[config.mk]
export PLATFORM = sky130hd
export DESIGN_NAME = axi4_lite_reg_bank
export DESIGN_NICKNAME = d
export VERILOG_FILES = /design/src/rtl/axi4_lite_reg_bank.sv
export SDC_FILE = /design/constraint.sdc
export NUM_CORES = 1
export LEC_CHECK = 0
export BUFFER_PORTS_ARGS = -buffer_cell sky130_fd_sc_hd__buf_2
export CAP_MARGIN = 20
export CORE_AREA = 3 3 240 242
export CTS_BUF_LIST = sky130_fd_sc_hd__clkbuf_4
export CTS_CLUSTER_SIZE = 8
export DETAILED_ROUTE_END_ITERATION = 12
export DIE_AREA = 0 0 243 245
export GPL_TIMING_DRIVEN = 0
export PLACE_DENSITY = 0.62
export SETUP_SLACK_MARGIN = 0.1
export SLEW_MARGIN = 0
export SYNTH_ARGS = -nofsm -noshare
export SYNTH_HDL_FRONTEND = slang
export SYNTH_SLANG_ARGS = --single-unit
[constraint.sdc]
create_clock -name i_clk -period 4.85 [get_ports i_clk]
set_clock_uncertainty 0.05 [all_clocks]
set_input_delay 0.97 -clock i_clk [delete_from_list [all_inputs] [get_ports i_clk]]
set_output_delay 0.97 -clock i_clk [all_outputs]
set_load 0.02 [all_outputs]
[src/rtl/axi4_lite_reg_bank.sv]
// AXI4-Lite slave with NUM_REGS word registers, byte strobes, read-only slices and per-register write pulses.
// Write and read channels run as independent two-state FSMs. Bad addresses and writes to read-only registers get SLVERR.
module axi4_lite_reg_bank #(
  parameter int                  ADDR_BIT_WIDTH = 6,
  parameter int                  DATA_BIT_WIDTH = 32,
  parameter int                  NUM_REGS       = 8,
  parameter logic [NUM_REGS-1:0] RO_MASK        = '0
) (
  input  logic                               i_clk,
  input  logic                               i_sync_rst,
  input  logic [ADDR_BIT_WIDTH-1:0]          i_s_awaddr,
  input  logic [2:0]                         i_s_awprot,
  input  logic                               i_s_awvalid,
  output logic                               o_s_awready,
  input  logic [DATA_BIT_WIDTH-1:0]          i_s_wdata,
  input  logic [DATA_BIT_WIDTH/8-1:0]        i_s_wstrb,
  input  logic                               i_s_wvalid,
  output logic                               o_s_wready,
  output logic [1:0]                         o_s_bresp,
  output logic                               o_s_bvalid,
  input  logic                               i_s_bready,
  input  logic [ADDR_BIT_WIDTH-1:0]          i_s_araddr,
  input  logic [2:0]                         i_s_arprot,
  input  logic                               i_s_arvalid,
  output logic                               o_s_arready,
  output logic [DATA_BIT_WIDTH-1:0]          o_s_rdata,
  output logic [1:0]                         o_s_rresp,
  output logic                               o_s_rvalid,
  input  logic                               i_s_rready,
  input  logic [NUM_REGS*DATA_BIT_WIDTH-1:0] i_ro_vals,
  output logic [NUM_REGS*DATA_BIT_WIDTH-1:0] o_regs,
  output logic [NUM_REGS-1:0]                o_wr_pulse
);
  localparam int STRB_W = DATA_BIT_WIDTH / 8;
  localparam int OFF_W  = $clog2(STRB_W);
  localparam int IDX_W  = ADDR_BIT_WIDTH - OFF_W;
  localparam logic [1:0] RESP_OKAY   = 2'b00;
  localparam logic [1:0] RESP_SLVERR = 2'b10;

  typedef enum logic {WR_IDLE, WR_RESP} wr_state_e;
  typedef enum logic {RD_IDLE, RD_RESP} rd_state_e;

  wr_state_e wr_state_q, wr_state_d;
  rd_state_e rd_state_q, rd_state_d;

  logic                      aw_got_q, w_got_q;
  logic [IDX_W-1:0]          aw_idx_q, wr_idx, ar_idx;
  logic [DATA_BIT_WIDTH-1:0] wdata_q, wr_data;
  logic [STRB_W-1:0]         wstrb_q, wr_strb;
  logic [1:0]                bresp_q, rresp_q, rd_resp_d;
  logic [DATA_BIT_WIDTH-1:0] rdata_q, rd_data_d;
  logic                      aw_hs, w_hs, ar_hs, wr_fire, wr_ok;
  logic                      unused_ok;

  logic [NUM_REGS-1:0][DATA_BIT_WIDTH-1:0] regs_q, regs_d;
  logic [NUM_REGS-1:0]                     wr_pulse_q, wr_pulse_d;

  assign unused_ok = ^{i_s_awprot, i_s_arprot, i_s_awaddr[OFF_W-1:0], i_s_araddr[OFF_W-1:0]};

  assign aw_hs   = i_s_awvalid & o_s_awready;
  assign w_hs    = i_s_wvalid & o_s_wready;
  assign ar_hs   = i_s_arvalid & o_s_arready;
  // Whichever of AW/W arrives second completes the write on that same edge.
  assign wr_fire = (wr_state_q == WR_IDLE) & (aw_got_q | aw_hs) & (w_got_q | w_hs);
  assign wr_idx  = aw_got_q ? aw_idx_q : i_s_awaddr[ADDR_BIT_WIDTH-1:OFF_W];
  assign wr_data = w_got_q ? wdata_q : i_s_wdata;
  assign wr_strb = w_got_q ? wstrb_q : i_s_wstrb;
  assign ar_idx  = i_s_araddr[ADDR_BIT_WIDTH-1:OFF_W];

  always_ff @(posedge i_clk) begin
    if (i_sync_rst) begin
      wr_state_q <= WR_IDLE;
      rd_state_q <= RD_IDLE;
    end else begin
      wr_state_q <= wr_state_d;
      rd_state_q <= rd_state_d;
    end
  end

  always_comb begin
    wr_state_d = wr_state_q;
    rd_state_d = rd_state_q;
    case (wr_state_q)
      WR_IDLE: if (wr_fire) wr_state_d = WR_RESP;
      WR_RESP: if (i_s_bready) wr_state_d = WR_IDLE;
      default: wr_state_d = WR_IDLE;
    endcase
    case (rd_state_q)
      RD_IDLE: if (ar_hs) rd_state_d = RD_RESP;
      RD_RESP: if (i_s_rready) rd_state_d = RD_IDLE;
      default: rd_state_d = RD_IDLE;
    endcase
  end

  always_comb begin
    o_s_awready = (wr_state_q == WR_IDLE) & ~aw_got_q;
    o_s_wready  = (wr_state_q == WR_IDLE) & ~w_got_q;
    o_s_bvalid  = (wr_state_q == WR_RESP);
    o_s_bresp   = bresp_q;
    o_s_arready = (rd_state_q == RD_IDLE);
    o_s_rvalid  = (rd_state_q == RD_RESP);
    o_s_rdata   = rdata_q;
    o_s_rresp   = rresp_q;
    o_wr_pulse  = wr_pulse_q;
  end

  always_comb begin
    regs_d     = regs_q;
    wr_pulse_d = '0;
    wr_ok      = 1'b0;
    rd_data_d  = '0;
    rd_resp_d  = RESP_SLVERR;
    for (int n = 0; n < NUM_REGS; n++) begin
      if (wr_idx == IDX_W'(n) && !RO_MASK[n]) begin
        wr_ok = 1'b1;
        if (wr_fire) begin
          wr_pulse_d[n] = 1'b1;
          for (int k = 0; k < STRB_W; k++) begin
            if (wr_strb[k]) regs_d[n][8*k +: 8] = wr_data[8*k +: 8];
          end
        end
      end
      if (ar_idx == IDX_W'(n)) begin
        rd_resp_d = RESP_OKAY;
        rd_data_d = RO_MASK[n] ? i_ro_vals[n*DATA_BIT_WIDTH +: DATA_BIT_WIDTH] : regs_q[n];
      end
    end
  end

  always_comb begin
    o_regs = '0;
    for (int n = 0; n < NUM_REGS; n++) begin
      if (!RO_MASK[n]) o_regs[n*DATA_BIT_WIDTH +: DATA_BIT_WIDTH] = regs_q[n];
    end
  end

  always_ff @(posedge i_clk) begin
    if (i_sync_rst) begin
      aw_got_q   <= 1'b0;
      w_got_q    <= 1'b0;
      aw_idx_q   <= '0;
      wdata_q    <= '0;
      wstrb_q    <= '0;
      bresp_q    <= RESP_OKAY;
      rdata_q    <= '0;
      rresp_q    <= RESP_OKAY;
      regs_q     <= '0;
      wr_pulse_q <= '0;
    end else begin
      regs_q     <= regs_d;
      wr_pulse_q <= wr_pulse_d;
      if (aw_hs) begin
        aw_got_q <= 1'b1;
        aw_idx_q <= i_s_awaddr[ADDR_BIT_WIDTH-1:OFF_W];
      end
      if (w_hs) begin
        w_got_q <= 1'b1;
        wdata_q <= i_s_wdata;
        wstrb_q <= i_s_wstrb;
      end
      if (wr_fire) begin
        aw_got_q <= 1'b0;
        w_got_q  <= 1'b0;
        bresp_q  <= wr_ok ? RESP_OKAY : RESP_SLVERR;
      end
      if (ar_hs) begin
        rdata_q <= rd_data_d;
        rresp_q <= rd_resp_d;
      end
    end
  end
endmodule

# [After elaboration in Yosys (flattened, before gate mapping)]
# Cells that the tools add are included.
[totals] reg_bits=344 latchBits=0 ram_bits=0 romBits=0 in_bits=317 output_inout_bits=305 elab_cells=162 n_memories=0
[op_classes] addsub=0 mul=0 n_div=0 order_cmp=0 eq_ne=14 shifts=0 muxes=34 bitwise_logic=21 n_reduce_logical=43
[ops] op="$mux 32" count=9
[ops] op="$reduce_and 3->1" count=32
[ops] op="$eq 4x3->1 const B" count=8
[ops] op="$mux 2" count=9
[ops] op="$reduce_or 2->1" count=9
[ops] op="$eq 4x2->1 const B" count=4
[ops] op="$mux 1" count=12
[ops] op="$not 1->1" count=12
[ops] op="$eq 4x1->1 const B" count=2
[ops] op="$logic_not 4->1" count=2
[ops] op="$mux 4" count=2
[ops] op="$and 1x1->1" count=7
[ops] op="$pmux 1 s2" count=2
[ops] op="$or 1x1->1" count=2

# [Longest topological paths before layout]
# Gate-level depths: netlist (run 1).
[logic_depth] ltp_word=11 mapped_depth=8 depth_no_buf=4

# [Worst setup path before layout (run 1)]
# OpenSTA, ideal clock, no wires.
[synth_timing] path_kind="input port to flip-flop" from="input i_s_awaddr[2]" to="register regs_q (netlist bit o_regs[64])" setup_time_ns=0.129 arrival_ns=2.422 required_time_ns=4.671 setup_slack_ns=2.249 stages=4 path_buffers=0 path_cell_list="or3b_4 -> a211oi_4 -> nand2_2 -> mux2i_1"
[synth_between] elab_chain_cells=3
[synth_rtl] element="start, declared" line_no="11" text="input logic [ADDR_BIT_WIDTH-1:0] i_s_awaddr,"
[synth_rtl] element="$mux 4" line_no="65" text="assign wr_idx = aw_got_q ? aw_idx_q : i_s_awaddr[ADDR_BIT_WIDTH-1:OFF_W];"
[synth_rtl] element="$eq 4x2->1" line_no="114" text="if (wr_idx == IDX_W'(n) && !RO_MASK[n]) begin"
[synth_rtl] element="$reduce_and 3->1 (no source line)"
[synth_rtl] element="end signal, assigned" line_no="150" text="regs_q <= regs_d;"
[synth_rtl] element="end, declared" line_no="55" text="logic [NUM_REGS-1:0][DATA_BIT_WIDTH-1:0] regs_q, regs_d;"
# No other way between the ends.
# A chain may end at the register's enable or synchronous reset.

# [Worst setup path after layout (run 1)]
[layout_timing] from="input i_sync_rst" to="register rresp_q[1], in the netlist o_s_rresp[1]"
[layout_lines] element="start, declared" line_no="10" text="input logic i_sync_rst,"
[layout_lines] element="end signal, assigned" line_no="168" text="rresp_q <= rd_resp_d;"
[layout_lines] element="end, declared" line_no="50" text="logic [1:0] bresp_q, rresp_q, rd_resp_d;"
# No word-level cell between the ends.

==> results of run 1 <==
[registers in the layout, indices dropped and copies added (netlist names)]
name        flops
o_s_rresp       1
w_got_q         1
aw_got_q        1
o_s_bresp       1
wdata_q        32
o_s_rvalid      1
aw_idx_q        4
o_s_rdata      32
wstrb_q         4
o_s_bvalid      1
o_wr_pulse      8
o_regs        256
[worst max-delay path, stage by stage]
cell	delay, ps
clkbuf_1	360
clkbuf_1	570
clkbuf_1	480
clkbuf_1	790
clkbuf_1	580
nor2_1	110
[kinds of logic (layout without fill, tap and decap cells)]
logic type,Yosys count,after routing
AO/OA/AOI/OAI,184,184
buffers and inverters,135,661
flip-flops,342,342
multiplexers,394,394
other,1,13
AND/OR/NAND/NOR,529,529
[layout by cell type, fill, tap and decap left out, drive strengths merged, types with 38 or more instances in the layout]
cell	netlist	layout
buf	55	407
mux2i	390	390
dfxtp	342	342
nand2b	257	257
clkbuf	79	216
nand2	122	122
a21oi	73	73
nor2	45	45
a211oi	38	38
[path summary, 6_finish.rpt]
path	slack (ps)	cells after the start	startpoint	to
setup reg to reg	1780	5	o_s_rvalid	o_s_rdata[25]
hold / removal	260	2	i_s_rready	o_s_rvalid
setup / recovery	1560	6	i_sync_rst	o_s_rresp[1]
hold reg to reg	400	2	wdata_q[21]	wdata_q[21]
[area by class of cell]
| cell class | instances | area, um2 | area share [%] |
|---|---|---|---|
| multi-input cells | 1109 | 8323 | 42.22 |
| flip-flops and latches | 342 | 6847 | 34.73 |
| repair buffers | 352 | 1778 | 9.018 |
| clock buffers | 137 | 1028 | 5.217 |
| well taps | 748 | 935.9 | 4.747 |
| plain buffers | 134 | 534.3 | 2.710 |
| clock inverters | 37 | 237.7 | 1.206 |
| diodes | 11 | 27.53 | 0.1396 |
| inverters | 1 | 3.754 | 0.01904 |
[stage by stage]
stage | total power [mW] | instance area [um2] | utilization (%) | std cells | hold WS [ps]
floorplan | 3.457 | 15700 | - | 1586 | 382.9
global placement | 3.773 | 18390 | 33.25 | 2684 | 390.1
detailed placement | 3.788 | 18410 | 33.28 | 2685 | 392.8
CTS | 6.601 | 19670 | 35.57 | 2859 | 180.9
global route | 6.805 | 19700 | 35.61 | 2863 | 174.8
finish | 6.539 | 19720 | 35.65 | 2871 | 263.1
[power by group]
| group | switching [mW] | internal, mW | total, mW |
|---|---|---|---|
| registers | 0.0480 | 2.88 | 2.92 |
| logic | 0.549 | 0.261 | 0.810 |
| clock network | 1.34 | 1.46 | 2.81 |
| total | 1.94 | 4.60 | 6.54 |
[per-layer routing]
| layer | track usage [%] | part of all wire (%) |
|---|---|---|
| met3 | 8.215 | 10 |
| met5 | 0 | 0.18 |
| met4 | 7.663 | 3.0 |
| met1 | 30.85 | 45 |
| met2 | 33.26 | 41 |
==> results_dict.tcl, run 1 <==
set metrics [dict create \
    finalSetupTns_ps 0 \
    ioPinCount 622 \
    ctsResizeCount 0 \
    synth_cells 1585 \
    final-hold-violation-count 0 \
    finalWorstSetupSlack_ps 1564 \
    cts_made_buffers 97 \
    vias_per_cell 4.897 \
    drc 0 \
    critPathMaxFanout 10 \
    synth_common_cells "mux2i_1, dfxtp_1, nand2b_1" \
    yosys_warnings 0 \
    synthArstFlopShare_pct 0 \
    synthAdderAreaFrac_pct 0 \
    cts_max_path_buffers 3 \
    ys_seq_area_share_pct 43.61 \
    hp-class "input port to register" \
    clk_latency_ps 840 \
    die-width_um 243 \
    synthesis.area_mm2 0.01570 \
    die_height_um 245 \
    grt_max_degree 15 \
    post-route-min-period_ps 3286 \
    synthMuxAreaShare_pct 25.15 \
    cts_tree "built" \
    final_nets 2354 \
    dieArea_mm2 0.05954 \
    peakVddDrop_mv 0.2171 \
    status "finished, final reports clean" \
    synth_area_per_cell_um2 9.905 \
    end_kind "register" \
    grt_pass1_wl_um 98480 \
    fmax_ghz 0.3043 \
    globalRouteOverflowTotal 0 \
    antenna_found_initial 24 \
    drt-total-wl_um 69940 \
    synth_cell_types 38 \
    syn2layout_area_growth_pct 25.58 \
    ant_nets 0 \
    yosysTopAreaCell "dfxtp_1" \
    clk_pin_slew_worst_paths_ps 60 \
    row_count 86 \
    relSlewSlack_pct 17.53 \
    rsz0062_at_grt "false" \
    cts_setup_buffers 0 \
    synthSimpleGateAreaFrac_pct 19.42 \
    core-area_mm2 0.05531 \
    crit_required_ps 5460 \
    port_buffers 350 \
    grt_pass1_vias 14010 \
    synthXorXnorAreaFrac_pct 0 \
    dp.final_hpwl_um 54180 \
    power_density_mw_per_mm2 331.7 \
    synth_compound_area_share_pct 8.361 \
    min_period_over_period_pct 67.75 \
    synth_top_family_by_area "multiplexers" \
    critPathKind "input port to register" \
    maxSlewViolCount 0 \
    num_vias 14060 \
    setup_viol 0 \
    synth-main-ff-cell "dfxtp_1" \
    preCtsSetupSlack_ps 832.9 \
    max_cap_violations 0 \
    worstMarginPinSlew_ps 1235 \
    ys_seq_elements 342 \
    start_util_pct 28.38 \
    cts_root_buf "clkbuf_4" \
    drive_above_1_share_pct 28.50 \
    critPathArrivalTime_ps 3890 \
    hold_buffers 0 \
    yosysMostFrequentCell "mux2i_1" \
    place_congestion 0.8963 \
    track_usage_pct 22.72 \
    nFillCells 5743 \
    synthTopCellsByArea "dfxtp_1, mux2i_1, nand2b_1, nand2_1, a21oi_1" \
    cts.sink_count 342 \
    post-synth-top-area-fraction_pct 43.61 \
    cp-start-kind "input port" \
    drt_iter0_markers 904 \
    dr.pass1.iters 5 \
    wl_per_cell_um 24.36 \
    htreeDepth 3 \
    synth_edf_count 0 \
    p_leak_nw 9.815 \
]
Note: power is estimated with default switching activity, not from simulation.
==> run 2: changes to the inputs <==
- PLACE_DENSITY: 0.62 -> 0.64
- clock period: 4.85 -> 2.8 ns (I/O delays scaled with it)
==> results_dict.tcl, run 2 (same netlist as run 1, synthesis figures left out) <==
set metrics [dict create \
    vias_per_cell 4.909 \
    row_count 86 \
    htreeDepth 3 \
    clk_latency_ps 880 \
    peakVddDrop_mv 0.3518 \
    end_kind "register" \
    min_period_over_period_pct 92.29 \
    setup_viol 0 \
    wl_per_cell_um 24.15 \
    final_nets 2395 \
    place_congestion 0.8903 \
    antenna_found_initial 11 \
    globalRouteOverflowTotal 0 \
    final-hold-violation-count 0 \
    grt_pass1_vias 14410 \
    grt_max_degree 15 \
    critPathKind "register to register" \
    maxSlewViolCount 0 \
    finalNonFillerCells 2907 \
    cp-start-kind "register" \
    syn2layout_area_growth_pct 28.21 \
    p_leak_nw 9.999 \
    fmax_ghz 0.3870 \
    clk_pin_slew_worst_paths_ps 60 \
    cts_tree "built" \
    ant_nets 0 \
    max_cap_violations 0 \
    status "finished, final reports clean" \
    crit_required_ps 3440 \
    ioPinCount 622 \
    cts_made_buffers 94 \
    rsz0062_at_grt "false" \
    drc 0 \
    num_vias 14270 \
    worstMarginPinSlew_ps 966.3 \
    critPathArrivalTime_ps 3230 \
    dieArea_mm2 0.05954 \
    drt_iter0_markers 944 \
    dr.pass1.iters 5 \
    place_area_mm2 0.01842 \
    power_frac_comb_pct 13.2 \
    critPathMaxFanout 8 \
    die_height_um 245 \
    drt-total-wl_um 70210 \
    final_common_cell "mux2i_1" \
    dp.final_hpwl_um 54330 \
    p_sw_mw 3.309 \
    track_usage_pct 22.83 \
    p_seq_share_pct 45.5 \
    clkPwrFrac_pct 41.3 \
    post-place-cells 2686 \
    power_density_mw_per_mm2 553.1 \
    p_int_mw 7.822 \
    final_cell_area_mm2 0.02013 \
    total_power_mw 11.13 \
    post-route-min-period_ps 2584 \
    largest_reg_flops 256 \
    port_buffers 350 \
    grt_pass1_wl_um 99420 \
    cts.sink_count 342 \
    cts_root_buf "clkbuf_4" \
    swShare_pct 29.73 \
    finalSetupTns_ps 0 \
    drive_above_1_share_pct 28.47 \
    die-width_um 243 \
    start_util_pct 28.38 \
    core-area_mm2 0.05531 \
    layout_common_cells "mux2i_1, buf_2, dfxtp_1" \
    relSlewSlack_pct 35.58 \
    hp-class "input port to register" \
    cts_max_path_buffers 3 \
]
[run 2: changes by cell type in the layout (fill, tap and decap cells not counted), sizes merged]
cell	previous run	this run
dlygate4sd3	0	43
clkinv	29	26
bufinv	3	1
clkinvlp	3	1
diode	11	9
clkdlybuf4s15	0	1
inv	3	4
[run 2: repair_timing]
item                                    CTS  global route
resized for setup                         9             9
endpoints found under the hold margin    43             0
setup buffers                             0             1
hold buffers                             43             0
pin swaps                                 0             1
endpoints found under the setup margin  165            73
[run 2: cell type report]
class                           count  area [um2]
Timing Repair Buffer              396        2216
Antenna cell                        9       22.52
Inverter                            1       3.754
Multi-Input combinational cell   1109        8358
Clock buffer                      137        1028
Tap cell                          748       935.9
Clock inverter                     31       166.4
Buffer                            134       549.3
Sequential cell                   342        6847
Fill cell                        5732       35180
[run 2: per-layer routing]
layer | vias to the layer above | wire [um] | track usage, %
li1 | 6531 | - | -
met1 | 6904 | 31820 | 30.89
met2 | 691 | 29160 | 33.80
met3 | 144 | 6840 | 7.516
met4 | 0 | 2392 | 8.366
met5 | - | 0 | 0
[run 2: power groups by stage]
stage	combinational, mW	sequential, mW	clock (mW)
floorplan	0.756	5.23	0
global placement	1.37	5.16	0
detailed placement	1.40	5.17	0
CTS	1.46	5.06	4.68
global route	1.56	5.07	4.94
finish	1.47	5.06	4.60
[run 2: worst paths after layout]
kind / start / end / slack [ps] / cells past startpoint
max reg2reg: aw_got_q / o_regs[16] / 220 / 4
min: i_s_awaddr[5] / o_s_bresp[1] / 80 / 3
min reg2reg: wdata_q[23] / wdata_q[23] / 400 / 2
max: aw_got_q / o_regs[16] / 220 / 4
[run 2: metrics by stage]
| step | hold slack, ps | worst slack (ps) | util [%] |
|---|---|---|---|
| global placement | 391.0 | -820.6 | 33.25 |
| finish | 84.74 | 215.8 | 36.39 |
| CTS | 3.585 | -132.5 | 36.31 |
| floorplan | 382.9 | 609.3 | - |
| global route | 36.13 | 106.0 | 36.37 |
| detailed placement | 396.1 | -835.9 | 33.31 |
[run 2: critical path, stage by stage, from the launching register on]
cell and delay [ps]:
dfxtp_1 460, or3b_2 560, a211oi_4 700, nand2_2 410
mux2i_1 210
